File: config.mk
export PLATFORM = sky130hd
export DESIGN_NAME = uart_alu_interface
export DESIGN_NICKNAME = d
export VERILOG_FILES = /design/src/rtl/uart_pkg.sv /design/src/rtl/uart_timeout_cnt.sv /design/src/rtl/uart_alu_interface.sv
export SDC_FILE = /design/constraint.sdc
export NUM_CORES = 1
export LEC_CHECK = 0
export ABC_AREA = 1
export ABC_CLOCK_PERIOD_IN_PS = 2800
export BUFFER_PORTS_ARGS = -buffer_cell sky130_fd_sc_hd__buf_2
export CORE_MARGIN = 2
export CORE_UTILIZATION = 49
export DETAILED_ROUTE_END_ITERATION = 10
export GPL_TIMING_DRIVEN = 0
export PLACE_DENSITY = 0.9
export SYNTH_ARGS = -nofsm -noshare
export SYNTH_HDL_FRONTEND = slang
export SYNTH_SLANG_ARGS = --single-unit
File: constraint.sdc
create_clock -name clock -period 2.8 [get_ports clock]
set_input_delay 0.56 -clock clock [delete_from_list [all_inputs] [get_ports clock]]
set_output_delay 0.56 -clock clock [all_outputs]
set_load 0.02 [all_outputs]
File: src/rtl/uart_pkg.sv
// uart_pkg: shared defaults and FSM state encoding for the UART/ALU bridge
package uart_pkg;
    localparam int DBIT_DEF = 8;
    localparam int NB_OP_DEF = 6;
    localparam logic [2:0] ST_IDLE = 3'd0;
    localparam logic [2:0] ST_GET_A = 3'd1;
    localparam logic [2:0] ST_GET_B = 3'd2;
    localparam logic [2:0] ST_GET_OP = 3'd3;
    localparam logic [2:0] ST_CALC = 3'd4;
    localparam logic [2:0] ST_SEND = 3'd5;
    typedef enum logic [2:0] {
        IDLE = ST_IDLE,
        GET_A = ST_GET_A,
        GET_B = ST_GET_B,
        GET_OP = ST_GET_OP,
        CALC = ST_CALC,
        SEND = ST_SEND
    } state_t;
endpackage

File: src/rtl/uart_timeout_cnt.sv
// uart_timeout_cnt: saturating baud-tick counter flagging an inter-byte timeout
module uart_timeout_cnt #(
    parameter int TO_TICKS = 4096
) (
    input  logic clock,
    input  logic i_reset,
    input  logic i_tick,
    input  logic i_clear,
    output logic o_expired
);
    localparam int W = $clog2(TO_TICKS + 1);
    logic [W-1:0] cnt;
    assign o_expired = cnt == W'(TO_TICKS);
    always_ff @(posedge clock)
        if (i_reset || i_clear) cnt <= '0;
        else if (i_tick && !o_expired) cnt <= cnt + 1'b1;
endmodule

File: src/rtl/uart_alu_interface.sv
// uart_alu_interface: RX bytes A,B,op -> ALU -> TX result; timeout with UART_ALU_TIMEOUT_EN
module uart_alu_interface
    import uart_pkg::*;
#(
    parameter int DBIT = DBIT_DEF,
    parameter int NB_OP = NB_OP_DEF,
    parameter int TO_TICKS = 4096
) (
    input  logic             clock,
    input  logic             i_reset,
    input  logic             i_tick,
    input  logic             i_rx_empty,
    input  logic [DBIT-1:0]  i_rx_data,
    output logic             o_rx_rd,
    output logic [DBIT-1:0]  o_data_a,
    output logic [DBIT-1:0]  o_data_b,
    output logic [NB_OP-1:0] o_op,
    input  logic [DBIT-1:0]  i_alu_result,
    input  logic             i_tx_full,
    output logic             o_tx_wr,
    output logic [DBIT-1:0]  o_tx_data,
    output logic             o_busy,
    output logic             o_timeout
);
    state_t state;
    logic expired;
    assign o_rx_rd = !i_reset && !i_rx_empty && (state inside {GET_A, GET_B, GET_OP});
    assign o_tx_wr = !i_reset && !i_tx_full && state == SEND;
`ifdef UART_ALU_TIMEOUT_EN
    logic to_win;
    assign to_win = state inside {GET_B, GET_OP};
    uart_timeout_cnt #(.TO_TICKS(TO_TICKS)) u_timeout (
        .clock(clock),
        .i_reset(i_reset),
        .i_tick(i_tick && to_win),
        .i_clear(!to_win || o_rx_rd),
        .o_expired(expired)
    );
`else
    localparam int unused_to_ticks = TO_TICKS;
    logic unused_tick;
    assign unused_tick = i_tick;
    assign expired = 1'b0;
`endif
    always_ff @(posedge clock) begin
        if (i_reset) begin
            state <= IDLE;
            o_data_a <= '0;
            o_data_b <= '0;
            o_op <= '0;
            o_tx_data <= '0;
            o_busy <= 1'b0;
            o_timeout <= 1'b0;
        end else begin
            o_busy <= 1'b1;
            o_timeout <= 1'b0;
            case (state)
                IDLE: state <= GET_A;
                GET_A: if (!i_rx_empty) begin
                    o_data_a <= i_rx_data;
                    state <= GET_B;
                end
                GET_B: if (!i_rx_empty) begin
                    o_data_b <= i_rx_data;
                    state <= GET_OP;
                end else if (expired) begin
                    state <= GET_A;
                    o_timeout <= 1'b1;
                end
                GET_OP: if (!i_rx_empty) begin
                    o_op <= i_rx_data[NB_OP-1:0];
                    state <= CALC;
                end else if (expired) begin
                    state <= GET_A;
                    o_timeout <= 1'b1;
                end
                CALC: begin
                    o_tx_data <= i_alu_result;
                    state <= SEND;
                end
                SEND: if (!i_tx_full) state <= GET_A;
                default: state <= IDLE;
            endcase
        end
    end
endmodule
==> flow_summary.yaml <==
cells_and_area:
  final_cell_mix: "buf_2, nor2_1, dfxtp_1"
  antenna_cells: 0
  final_common_cell: "buf_2"
  multi_input_area_um2: 496.7
  register_area_um2: 680.7
  post-route-util_pct: 66.82
  areaGrowthSynthToFinish_pct: 29.07
  drive_above_1_share_pct: 29.78
  layout.nets: 245
  final.fill_count: 239
logic_synthesis:
  syn_area_um2: 1282
  avgSynthCellArea_um2: 7.773
  ys_seq_area_share_pct: 53.07
  synth_cell_types: 20
  synth_fp_nets: 186
  synth-seq-cells: 34
  yosys_warnings: 0
  syn-instance-count: 165
floorplan:
  rows: 18
  dieHeight_um: 55.16
  start_util_pct: 51.77
  die_width_um: 55.16
  dieArea_um2: 3043
  io_pins: 55
  coreArea_um2: 2477
clock_network:
  htree_num_levels: 2
  path_clk_slew_ns: 0.09
  clk_latency_ns: 0.33
  cts_buffer_depth: 2
  cts_tree: "yes"
  clock_sinks: 34
  cts_setup_buffers: 0
  clock-root-buffer: "clkbuf_4"
  cts_buffers: 5
  postCtsHoldBufs: 0
  cts_resized: 0
global_routing:
  grt_max_degree: 11
  grt_pass1_wl_mm: 4.498
  grt_overflow_total: 0
  grt_pass1_vias: 1051
  grt_usage_pct: 21.41
  antenna_found_initial: 0
critical_path:
  path_max_fanout: 7
  cpMaxStageDelayCell: "dfxtp_1"
  path_common_cell: "inv_1"
  critical_path.cell_chain: "inv_1, nand2_1, inv_1, nor4_1, buf_2"
  cpPeakStageDelay_ns: 0.46
  crit_type: "reg -> out"
  cp-end-kind: "output pin"
  r2r-start: "state[1]$_SDFFE_PP0P_"
  start_kind: "register"
  worst_setup_path_startpoint: "state[1]$_SDFFE_PP0P_"
  cp_data_required_time_ns: 2.24
  worstPathArrival_ns: 1.46
routing:
  drc_errors: 0
  totalWireLength_mm: 2.856
  initialDrtViolationCount: 24
  antenna_left: 0
  drt_first_pass_iters: 4
  via_per_inst: 4.976
  post_drt_wl_per_cell_um: 11.20
  num_vias: 1269
power_and_ir_drop:
  power.density_nw_per_um2: 607.4
  ir_worst_vdd_v: 0.0004243
  power.leakage_uw: 0.0008152
run_status:
  status: "completed"
run:
  cap_viol_max_count: 0
timing:
  setup-tns-final_ns: 0
  finClkSkew_ns: 0.005464
  rsz0062_at_grt: "no"
  timing.final.crit_share_pct: 72.25
  setup_viol: 0
  hold_viol_final: 0
  fmax_mhz: 494.3
  whs_ns: 0.4331
  fin_crit_ns: 2.023
  slew_viol_final: 0
place:
  gp_congestion: 0.7923
  port_buffers: 52
  hpwl_mm: 2.173
min_path:
  hp-start: "i_reset"
  hold_class: "in -> reg"
## worst paths after layout
path,to,slack (ns),depth (start not counted)
setup / recovery,o_rx_rd,0.78,5
hold / removal,state[1]$_SDFFE_PP0P_,0.43,2
setup reg to reg,o_tx_data[4]$_SDFFE_PP0N_,1.56,6
hold reg to reg,o_data_a[7]$_SDFFE_PP0P_,0.45,2
## Yosys cell counts
master	count	area [um^2]
nor2_1	45	168.9
nand4_1	3	18.77
buf_6	1	11.26
nand2_1	7	26.28
o21ai_0	31	155.2
buf_1	1	3.750
inv_1	16	60.06
nor4_1	2	12.51
dfxtp_1	34	680.7
a31oi_1	1	6.260
a21oi_1	9	45.04
buf_4	2	15.01
nor2_4	1	11.26
nor2_2	1	6.260
nand3_2	2	20.02
inv_2	2	7.510
o21bai_1	1	7.510
conb_1	1	3.750
clkbuf_1	2	7.510
nand3_1	3	15.01
## registers in the layout, summed over array words and instances, names as in the netlist
| register | flops |
|---|---|
| o_busy | 1 |
| o_data_a | 8 |
| o_data_b | 8 |
| o_op | 6 |
| o_tx_data | 8 |
| state | 3 |
## where the power goes
group	internal, uW	leakage (uW)	total [uW]	switching (uW)
Combinational	51.9	0.000499	143	91.5
Clock	189	0.0000395	342	153
Sequential	507	0.000277	520	12.5
Total	748	0.000815	1010	257
## cell type report
class | instances | area share (%)
tap | 30 | 2.268
clock buffer | 7 | 2.721
inverter | 18 | 4.082
multi-input combinational | 107 | 30.01
timing repair buffer | 52 | 15.72
clock inverter | 1 | 1.814
buffer | 6 | 2.268
sequential | 34 | 41.12
## critical path: cells and delay by family (launching register included)
family | cells | cell delay [ns]
simple gates | 2 | 0.28
buf+inv | 3 | 0.39
flops | 1 | 0.46
## through the flow
stage | setup slack (ns) | cells | total power (uW) | instance area [um^2]
3_5_place_dp | 1.098 | 247 | 674.5 | 1580
5_1_grt | 0.6252 | 255 | 1064 | 1655
4_1_cts | 0.7658 | 255 | 1017 | 1655
3_3_place_gp | 1.073 | 247 | 670.5 | 1580
2_1_floorplan | 0.9608 | 165 | 622.3 | 1282
6_report | 0.7770 | 255 | 1005 | 1655
## routing by layer
metal	GRT usage (%)	wire length, um	share of wire, %
met5	0	0	0
met2	34.13	1273	45
met3	8.333	225	7.9
met1	25.83	1310	46
met4	8.537	46	1.6
## cells by family after synthesis
group | count (synthesis) | share of synthesized area, %
AO/OA/AOI/OAI | 42 | 16.68
buffers and inverters | 24 | 8.195
flip-flops | 34 | 53.07
other | 1 | 0.2924
AND/OR/NAND/NOR | 64 | 21.76
Power figures use the tool's default switching activity.
